$ cat config.mk
export PLATFORM = sky130hd
export DESIGN_NAME = fb_vga_scanout
export DESIGN_NICKNAME = d
export VERILOG_FILES = /design/src/rtl/fb_vga_pkg.sv /design/src/rtl/fb_vga_scanout_vga_timing_gen.sv /design/src/rtl/fb_vga_scanout.sv
export SDC_FILE = /design/constraint.sdc
export NUM_CORES = 1
export LEC_CHECK = 0
export CORE_MARGIN = 2
export CORE_UTILIZATION = 25
export CTS_BUF_LIST = sky130_fd_sc_hd__clkbuf_16
export DETAILED_ROUTE_END_ITERATION = 7
export HOLD_SLACK_MARGIN = 0.12
export SYNTH_ARGS = -nofsm -noshare
export SYNTH_HDL_FRONTEND = slang
export SYNTH_SLANG_ARGS = --single-unit
$ cat constraint.sdc
create_clock -name clk -period 3.9 [get_ports clk]
set_input_delay 1.17 -clock clk [delete_from_list [all_inputs] [get_ports clk]]
set_output_delay 1.17 -clock clk [all_outputs]
set_load 0.01 [all_outputs]
$ cat src/rtl/fb_vga_pkg.sv
// Shared timing defaults, pixel colour type and colour constants for the
// 1-bpp framebuffer VGA scanout.
package fb_vga_pkg;

  localparam int H_ACT_DFLT  = 640;
  localparam int H_FP_DFLT   = 16;
  localparam int H_SYNC_DFLT = 96;
  localparam int H_BP_DFLT   = 48;
  localparam int V_ACT_DFLT  = 480;
  localparam int V_FP_DFLT   = 10;
  localparam int V_SYNC_DFLT = 2;
  localparam int V_BP_DFLT   = 33;

  localparam int H_TOTAL_DFLT      = H_ACT_DFLT + H_FP_DFLT + H_SYNC_DFLT + H_BP_DFLT;
  localparam int V_TOTAL_DFLT      = V_ACT_DFLT + V_FP_DFLT + V_SYNC_DFLT + V_BP_DFLT;
  localparam int H_SYNC_START_DFLT = H_ACT_DFLT + H_FP_DFLT;
  localparam int H_SYNC_END_DFLT   = H_SYNC_START_DFLT + H_SYNC_DFLT - 1;
  localparam int V_SYNC_START_DFLT = V_ACT_DFLT + V_FP_DFLT;
  localparam int V_SYNC_END_DFLT   = V_SYNC_START_DFLT + V_SYNC_DFLT - 1;

  typedef struct packed {
    logic [7:0] r;
    logic [7:0] g;
    logic [7:0] b;
  } rgb_t;

  localparam rgb_t FG_RGB_DFLT     = 24'hFFFFFF;
  localparam rgb_t BG_RGB_DFLT     = 24'h000000;
  localparam rgb_t BORDER_RGB_DFLT = 24'h202020;
  localparam rgb_t RGB_OFF         = 24'h000000;

endpackage

$ cat src/rtl/fb_vga_scanout_vga_timing_gen.sv
// Raster counters for VGA timing: h/v position, active-area flag, active-low
// sync flags and a frame-start flag at (0,0). Everything advances on i_ce.
module vga_timing_gen
  import fb_vga_pkg::*;
#(
  parameter int H_ACT  = H_ACT_DFLT,
  parameter int H_FP   = H_FP_DFLT,
  parameter int H_SYNC = H_SYNC_DFLT,
  parameter int H_BP   = H_BP_DFLT,
  parameter int V_ACT  = V_ACT_DFLT,
  parameter int V_FP   = V_FP_DFLT,
  parameter int V_SYNC = V_SYNC_DFLT,
  parameter int V_BP   = V_BP_DFLT
) (
  input  logic       clk,
  input  logic       rst,
  input  logic       i_ce,
  output logic [9:0] o_h,
  output logic [9:0] o_v,
  output logic       o_active,
  output logic       o_hsync,
  output logic       o_vsync,
  output logic       o_frame_start
);

  localparam logic [9:0] H_LAST   = 10'(H_ACT + H_FP + H_SYNC + H_BP - 1);
  localparam logic [9:0] V_LAST   = 10'(V_ACT + V_FP + V_SYNC + V_BP - 1);
  localparam logic [9:0] H_ACT_W  = 10'(H_ACT);
  localparam logic [9:0] V_ACT_W  = 10'(V_ACT);
  localparam logic [9:0] HS_START = 10'(H_ACT + H_FP);
  localparam logic [9:0] HS_END   = 10'(H_ACT + H_FP + H_SYNC - 1);
  localparam logic [9:0] VS_START = 10'(V_ACT + V_FP);
  localparam logic [9:0] VS_END   = 10'(V_ACT + V_FP + V_SYNC - 1);

  logic [9:0] r_h;
  logic [9:0] r_v;

  always_ff @(posedge clk or posedge rst) begin
    if (rst) begin
      r_h <= '0;
      r_v <= '0;
    end else if (i_ce) begin
      if (r_h == H_LAST) begin
        r_h <= '0;
        r_v <= (r_v == V_LAST) ? 10'd0 : r_v + 10'd1;
      end else begin
        r_h <= r_h + 10'd1;
      end
    end
  end

  assign o_h           = r_h;
  assign o_v           = r_v;
  assign o_active      = (r_h < H_ACT_W) && (r_v < V_ACT_W);
  assign o_hsync       = !((r_h >= HS_START) && (r_h <= HS_END));
  assign o_vsync       = !((r_v >= VS_START) && (r_v <= VS_END));
  assign o_frame_start = (r_h == 10'd0) && (r_v == 10'd0);

endmodule

$ cat src/rtl/fb_vga_scanout.sv
// Scans a 1-bpp frame RAM in raster order with integer upscaling and drives
// registered VGA sync/DE/RGB; outputs lag the raster counters by two ce ticks.
module fb_vga_scanout
  import fb_vga_pkg::*;
#(
  parameter int   IMG_W      = 240,
  parameter int   IMG_H      = 240,
  parameter int   SCALE      = 2,
  parameter int   X_OFF      = 80,
  parameter int   Y_OFF      = 0,
  parameter int   H_ACT      = H_ACT_DFLT,
  parameter int   H_FP       = H_FP_DFLT,
  parameter int   H_SYNC     = H_SYNC_DFLT,
  parameter int   H_BP       = H_BP_DFLT,
  parameter int   V_ACT      = V_ACT_DFLT,
  parameter int   V_FP       = V_FP_DFLT,
  parameter int   V_SYNC     = V_SYNC_DFLT,
  parameter int   V_BP       = V_BP_DFLT,
  parameter rgb_t FG_RGB     = FG_RGB_DFLT,
  parameter rgb_t BG_RGB     = BG_RGB_DFLT,
  parameter rgb_t BORDER_RGB = BORDER_RGB_DFLT
) (
  input  logic        clk,
  input  logic        rst,
  input  logic        pix_ce,
  output logic [31:0] ram_addr,
  output logic        ram_we,
  input  logic [31:0] ram_rdata,
  output logic        hsync,
  output logic        vsync,
  output logic        de,
  output logic [23:0] rgb,
  output logic        frame_start
);

  localparam int              SW       = (SCALE > 1) ? $clog2(SCALE) : 1;
  localparam logic [SW-1:0]   S_LAST   = SW'(SCALE - 1);
  localparam logic [9:0]      WX0      = 10'(X_OFF);
  localparam logic [9:0]      WY0      = 10'(Y_OFF);
  localparam logic [9:0]      WIN_W    = 10'(IMG_W * SCALE);
  localparam logic [9:0]      WIN_H    = 10'(IMG_H * SCALE);
  localparam logic [9:0]      WX_LAST  = 10'(X_OFF + IMG_W * SCALE - 1);
  localparam logic [9:0]      WY_LAST  = 10'(Y_OFF + IMG_H * SCALE - 1);
  localparam logic [16:0]     ROW_STEP = 17'(IMG_W);

  logic [9:0] w_h;
  logic [9:0] w_v;
  logic       w_active;
  logic       w_hsync;
  logic       w_vsync;
  logic       w_frame_start;
  logic       w_win;
  logic       w_line_end;
  logic       w_last_line;
  rgb_t       w_pix_rgb;
  logic       w_unused_rdata;

  vga_timing_gen #(
    .H_ACT (H_ACT),
    .H_FP  (H_FP),
    .H_SYNC(H_SYNC),
    .H_BP  (H_BP),
    .V_ACT (V_ACT),
    .V_FP  (V_FP),
    .V_SYNC(V_SYNC),
    .V_BP  (V_BP)
  ) u_timing (
    .clk          (clk),
    .rst          (rst),
    .i_ce         (pix_ce),
    .o_h          (w_h),
    .o_v          (w_v),
    .o_active     (w_active),
    .o_hsync      (w_hsync),
    .o_vsync      (w_vsync),
    .o_frame_start(w_frame_start)
  );

  // Unsigned wrap-around makes each window test a single compare.
  assign w_win       = ((w_h - WX0) < WIN_W) && ((w_v - WY0) < WIN_H);
  assign w_line_end  = w_win && (w_h == WX_LAST);
  assign w_last_line = (w_v == WY_LAST);

  // Stage 0 companions: sub-pixel/sub-line counters track the current raster position.
  logic [SW-1:0] r_sx;
  logic [SW-1:0] r_sy;
  logic [16:0]   r_col;
  logic [16:0]   r_row_base;

  always_ff @(posedge clk or posedge rst) begin
    if (rst) begin
      r_sx       <= '0;
      r_sy       <= '0;
      r_col      <= '0;
      r_row_base <= '0;
    end else if (pix_ce) begin
      if (w_win) begin
        if (r_sx == S_LAST) begin
          r_sx  <= '0;
          r_col <= r_col + 17'd1;
        end else begin
          r_sx <= r_sx + SW'(1);
        end
      end else begin
        r_sx  <= '0;
        r_col <= '0;
      end
      if (w_line_end) begin
        if (r_sy == S_LAST) begin
          r_sy       <= '0;
          r_row_base <= w_last_line ? 17'd0 : r_row_base + ROW_STEP;
        end else begin
          r_sy <= r_sy + SW'(1);
        end
      end
    end
  end

  logic [16:0] r_addr;
  logic        r_act1;
  logic        r_win1;
  logic        r_hs1;
  logic        r_vs1;
  logic        r_fs1;

  always_ff @(posedge clk or posedge rst) begin
    if (rst) begin
      r_addr <= '0;
      r_act1 <= 1'b0;
      r_win1 <= 1'b0;
      r_hs1  <= 1'b1;
      r_vs1  <= 1'b1;
      r_fs1  <= 1'b0;
    end else if (pix_ce) begin
      r_addr <= w_win ? (r_row_base + r_col) : 17'd0;
      r_act1 <= w_active;
      r_win1 <= w_win;
      r_hs1  <= w_hsync;
      r_vs1  <= w_vsync;
      r_fs1  <= w_frame_start;
    end
  end

  // ram_rdata here reflects r_addr, latched by the RAM on the preceding negedge.
  always_comb begin
    w_pix_rgb = RGB_OFF;
    if (r_act1) begin
      if (!r_win1)          w_pix_rgb = BORDER_RGB;
      else if (ram_rdata[0]) w_pix_rgb = FG_RGB;
      else                  w_pix_rgb = BG_RGB;
    end
  end

  rgb_t r_rgb;
  logic r_de;
  logic r_hsync;
  logic r_vsync;
  logic r_fs;

  always_ff @(posedge clk or posedge rst) begin
    if (rst) begin
      r_rgb   <= RGB_OFF;
      r_de    <= 1'b0;
      r_hsync <= 1'b1;
      r_vsync <= 1'b1;
      r_fs    <= 1'b0;
    end else if (pix_ce) begin
      r_rgb   <= w_pix_rgb;
      r_de    <= r_act1;
      r_hsync <= r_hs1;
      r_vsync <= r_vs1;
      r_fs    <= r_fs1;
    end
  end

  assign w_unused_rdata = ^ram_rdata[31:1];

  assign ram_addr    = {15'd0, r_addr};
  assign ram_we      = 1'b0;
  assign rgb         = r_rgb;
  assign de          = r_de;
  assign hsync       = r_hsync;
  assign vsync       = r_vsync;
  assign frame_start = r_fs;

endmodule

After elaboration in Yosys (flattened, before gate mapping)

Cells that the tools add are included.

$add $sub $neg: 8
Reduce and logical (&&, ||, !) cells: 14
$lt $le $gt $ge: 7
Multiplexer cells: 12
Equal/unequal tests: 5

Operator list:

| kind                  | number |
|---|---|
| $mux 24               | 3 |
| $mux 17               | 4 |
| $eq 10x10->1 const B  | 3 |
| $add 10x1->10 const B | 2 |
| $logic_not 10->1      | 2 |
| $lt 10x9->1 const B   | 2 |
| $mux 10               | 2 |
| $add 17x1->17 const B | 1 |
| $add 17x17->17        | 1 |
| $add 17x8->17 const B | 1 |
| $eq 10x9->1 const B   | 1 |
| $ge 10x10->1 const B  | 1 |
| $ge 10x9->1 const B   | 1 |
| $le 10x10->1 const B  | 1 |
| $le 10x9->1 const B   | 1 |
| $lt 10x10->1 const B  | 1 |
| $sub 10x7->10 const B | 1 |
| $logic_and 1x1->1     | 6 |
| $reduce_and 2->1      | 3 |
| $mux 1                | 3 |
| $reduce_and 3->1      | 1 |
| $add 1x1->1 const B   | 2 |
| $logic_not 1->1       | 2 |
| $ne 2x1->1 const B    | 1 |

Output and inout port bits: 61
Bits of input ports: 35
Word-level logic and storage cells: 65
Flip-flop bits (word level): 106

Depth between registers and ports, before layout

Word-level depth: 5
Depth in mapped cells: 9

By module

A second synthesis with hierarchy kept.

Cells, all modules: 515
Area total of the unflattened synthesis: 4928.5 um2

Modules (own cells, without submodules):

| module         | area an instance (um2) | cells each | times used | sequential area each (um2) |
|---|---|---|---|---|
| fb_vga_scanout | 3722.3                 | 391        | 1          | 1506.4 |
| vga_timing_gen | 1206.2                 | 124        | 1          | 500.5 |

Least setup slack after synthesis

OpenSTA, ideal clock, no wires.

Path type: input-to-reg
From: in pix_ce
To: reg r_row_base[11]
Arrival: 2.694 ns
Setup time: 0.095 ns
Required time: 3.805 ns
Path slack: 1.111 ns
Stages: 8
Path through: buf_2 clkinv_1 nor4_1 and3_1 nand3_4 or2_0 buf_6 o31ai_1

Word-level cells in the longest chain between the ends: 1

Ends and longest elaborated chain:

| item                              | line                  | text |
|---|---|---|
| start: declaration                | fb_vga_scanout.sv:25  | `input logic pix_ce,` |
| $reduce_and 3->1 (no source line) | n/a                   |  |
| end signal: assignment            | fb_vga_scanout.sv:111 | `r_row_base <= w_last_line ? 17'd0 : r_row_base + ROW_STEP;` |
| end: declaration                  | fb_vga_scanout.sv:88  | `logic [16:0] r_row_base;` |

No other way between the ends.
A chain may end at the register's enable or synchronous reset.

Final worst setup path

From: in pix_ce
To: reg r_row_base[15]

Same word-level chain as after synthesis.

==> results.py <==
metrics = {
    "global_route": {
        "grt_first_pass_wirelength_um": 17500,
        "antenna_found_initial": 0,
        "grt_overflow": 0,
        "grt_pass1_vias": 3446,
        "grt_usage_pct": 10.7,
        "grt_start_max_net_pins": 45,
    },
    "floorplan": {
        "die_area_um2": 20400,
        "rows": 50,
        "die_h_um": 143,
        "die_w_um": 143,
        "num_io_pins": 96,
        "core_area_um2": 18800,
        "initial_core_util_pct": 25.6,
    },
    "synth": {
        "async_reset_ff_share_pct": 100,
        "yosys-mux-area-fraction_pct": 1.17,
        "syn_inst": 508,
        "synth_warnings": 0,
        "synthAdderAreaFrac_pct": 6.50,
        "synth_simple_gate_area_share_pct": 16.0,
        "ys_ff_latch": 80,
        "synth_flop_cell": "dfrtp_1",
        "synth.distinct_cells": 57,
        "synth_compound_area_share_pct": 17.9,
        "synth_top_family_by_area": "compound AO/OA/AOI/OAI gates",
        "synth_edf_count": 0,
        "synth-xor-area-share_pct": 7.10,
        "netlist_area_um2": 4810,
        "synth.avg_cell_area_um2": 9.47,
        "synth_seq_area_share_pct": 41.7,
    },
    "place": {
        "gp_congestion": 0.822,
        "port_buffers": 48,
        "place_ws_ns": 0.448,
        "hpwl_um": 7170,
    },
    "timing": {
        "hold_ws_ns": 0.475,
        "tightestPinTransition_ns": 0.703,
        "finalClockSkew_ns": 0.00408,
        "min_period_ns": 3.08,
        "relSlewSlack_pct": 53.1,
        "finalSetupViolations": 0,
        "period_share_pct": 79.0,
        "final_hold_viol_count": 0,
        "tns_ns": 0,
        "grt_setup_unrepaired": "false",
        "fmax_ghz": 0.325,
        "drv_slew": 0,
        "finalWorstSetupSlack_ns": 0.819,
    },
    "worst_setup_path": {
        "worst-path-buf-inv": 2,
        "cp_slowest_stage_delay_ns": 0.54,
        "cp_cell_sequence": "clkdlybuf4s50_1 > clkinv_1 > nor4_1 > and3_1 > nand3_4 > or2_0 > o31ai_1",
        "arrival_ns": 3.32,
        "cp_max_fo": 14,
        "critPathLaunchType": "primary input",
        "path_depth": 7,
        "ff2ff_path_depth": 8,
        "required_ns": 4.14,
        "crit_slowest_cell": "clkdlybuf4s50_1",
        "cp-end-kind": "flop",
        "crit_family": "simple AND/OR/NAND/NOR gates",
        "path_class": "in -> reg",
    },
    "power_and_ir_drop": {
        "p_int_w": 0.00138,
        "ir_drop_mv": 0.196,
        "power_density_nw_per_um2": 340,
        "clockPowerShare_pct": 38.9,
        "p_comb_share_pct": 12.6,
        "seqPwrFrac_pct": 48.5,
        "p_sw_share_pct": 27.2,
        "p_leak_nw": 2.39,
        "power_switching_w": 0.000514,
        "p_total_w": 0.00189,
    },
    "hold_path": {
        "min_path_cells": 1,
        "hold_path.class": "reg -> reg",
    },
    "clock_tree": {
        "cts_tree": "yes",
        "clock_latency_ns": 0.34,
        "ctsResizeCount": 0,
        "hold_buffers": 0,
        "post_cts_buffers": 0,
        "htreeDepth": 3,
        "cts-root-buf": "clkbuf_16",
        "cts_buffer_depth": 2,
        "cts_made_buffers": 9,
        "clkSinkCount": 80,
        "clkTransAtPathRegs_ns": 0.06,
    },
    "status": {
        "status": "complete, no violations",
    },
    "layout": {
        "finish.net_count": 590,
        "drive_gt1_share_pct": 5.98,
        "final_common_cell": "dfrtp_1",
        "antennaDiodeCount": 0,
        "layout_common_cells": "76 x dfrtp_1, 48 x clkdlybuf4s50_1, 42 x nor2_1",
        "area_growth_pct": 15.8,
        "fillers": 1993,
    },
    "routing": {
        "via_per_inst": 4.69,
        "vias": 3606,
        "postRouteAntennaNets": 0,
        "drtIter0Drc": 294,
        "drtPass1Iterations": 4,
        "drc": 0,
        "routed_wl_um": 10200,
        "wl_per_cell_um": 13.2,
    },
    "job": {
        "drv_cap": 0,
    },
}
[synth_stat cells, drive strengths merged, types with 4 or more instances]
cell type | number | area [um2]
inv | 20 | 75.1
o2bb2ai | 15 | 131
o2111ai | 4 | 35.0
nand2 | 40 | 150
nor2 | 42 | 158
or3 | 4 | 25.0
and3 | 11 | 68.8
nand3 | 18 | 103
mux2 | 5 | 56.3
o31ai | 12 | 90.1
xor2 | 20 | 175
nor3 | 4 | 20.0
a22o | 5 | 43.8
clkbuf | 13 | 48.8
xnor2 | 19 | 166
or2 | 4 | 25.0
a31oi | 7 | 43.8
ha | 25 | 313
o21ai | 38 | 190
nor4 | 6 | 37.5
dfrtp | 76 | 1900
buf | 45 | 330
and2 | 4 | 25.0
dfstp | 4 | 105
nand4 | 9 | 56.3
a21o | 7 | 52.6
a21oi | 15 | 75.1
[area by class of cell]
| class | count | area (um2) | area share (%) |
|---|---|---|---|
| sequential | 80 | 2010 | 36.0 |
| clock inverter | 7 | 27.5 | 0.494 |
| multi-input combinational | 365 | 2410 | 43.2 |
| inverter | 21 | 80.1 | 1.44 |
| tap | 234 | 293 | 5.26 |
| clock buffer | 9 | 225 | 4.04 |
| timing repair buffer | 53 | 531 | 9.53 |
[cell families (layout without fill, tap and decap cells)]
| logic type | count (synthesis) | in the layout |
|---|---|---|
| simple gates | 155 | 155 |
| compound gates | 124 | 124 |
| flops | 80 | 80 |
| buf+inv | 79 | 90 |
| xor+xnor | 39 | 39 |
| fa+ha+maj | 25 | 25 |
| mux | 5 | 5 |
| other cells | 1 | 17 |
[state kept, by name, summed over array words and instances, names as in the netlist, 2 cells and up]
register	count
r_row_base	13
rgb	2
r_addr	17
u_timing.o_v	10
u_timing.o_h	10
r_col	17
[layer usage]
| metal | track usage (%) | up-vias | part of all wire, % |
|---|---|---|---|
| met1 | 14.7 | 1732 | 49 |
| met4 | 3.60 | 0 | 1.4 |
| li1 | - | 1806 | - |
| met2 | 16.3 | 55 | 45 |
| met3 | 2.98 | 13 | 4.4 |
| met5 | 0 | - | 0 |
[stage by stage]
stage | cells | area (um2) | utilization (%)
finish | 769 | 5570 | 29.7
global route | 769 | 5570 | 29.7
CTS | 769 | 5570 | 29.7
detailed placement | 753 | 5320 | 28.3
global placement | 753 | 5320 | 28.3
floorplan | 524 | 4870 | -
[worst register-to-register path, delay by kind of cell (launching register included)]
family                     cells  cell delay [ns]
AOI/OAI and AO/OA              3             1.12
DFF                            1             0.46
buffers and inverters          1             0.14
adders and majority gates      1             0.24
xor gates and xnor gates       1             0.14
and+or+nand+nor                2             0.64
[final timing paths]
check                                       startpoint                    endpoint  slack, ns
max in group asynchronous                          rst           r_hs1$_DFFE_PP1P_       1.92
min reg2reg                      r_addr[6]$_DFFE_PP0P_       r_addr[6]$_DFFE_PP0P_       0.48
max reg2reg                u_timing.o_h[4]$_DFFE_PP0P_  r_row_base[15]$_DFFE_PP0P_       1.05
min                              r_addr[6]$_DFFE_PP0P_       r_addr[6]$_DFFE_PP0P_       0.48
max                                             pix_ce  r_row_base[15]$_DFFE_PP0P_       0.82
min in group asynchronous                          rst     frame_start$_DFFE_PP0P_       1.27
[power groups by stage]
stage / clock (W) / sequential (W) / combinational, W
2_1_floorplan: 0 / 0.000917 / 0.000203
3_3_place_gp: 0 / 0.000932 / 0.000240
5_1_grt: 0.000792 / 0.000924 / 0.000279
6_report: 0.000736 / 0.000917 / 0.000238
3_5_place_dp: 0 / 0.000932 / 0.000242
4_1_cts: 0.000758 / 0.000918 / 0.000244
Note: power is estimated with default switching activity, not from simulation.
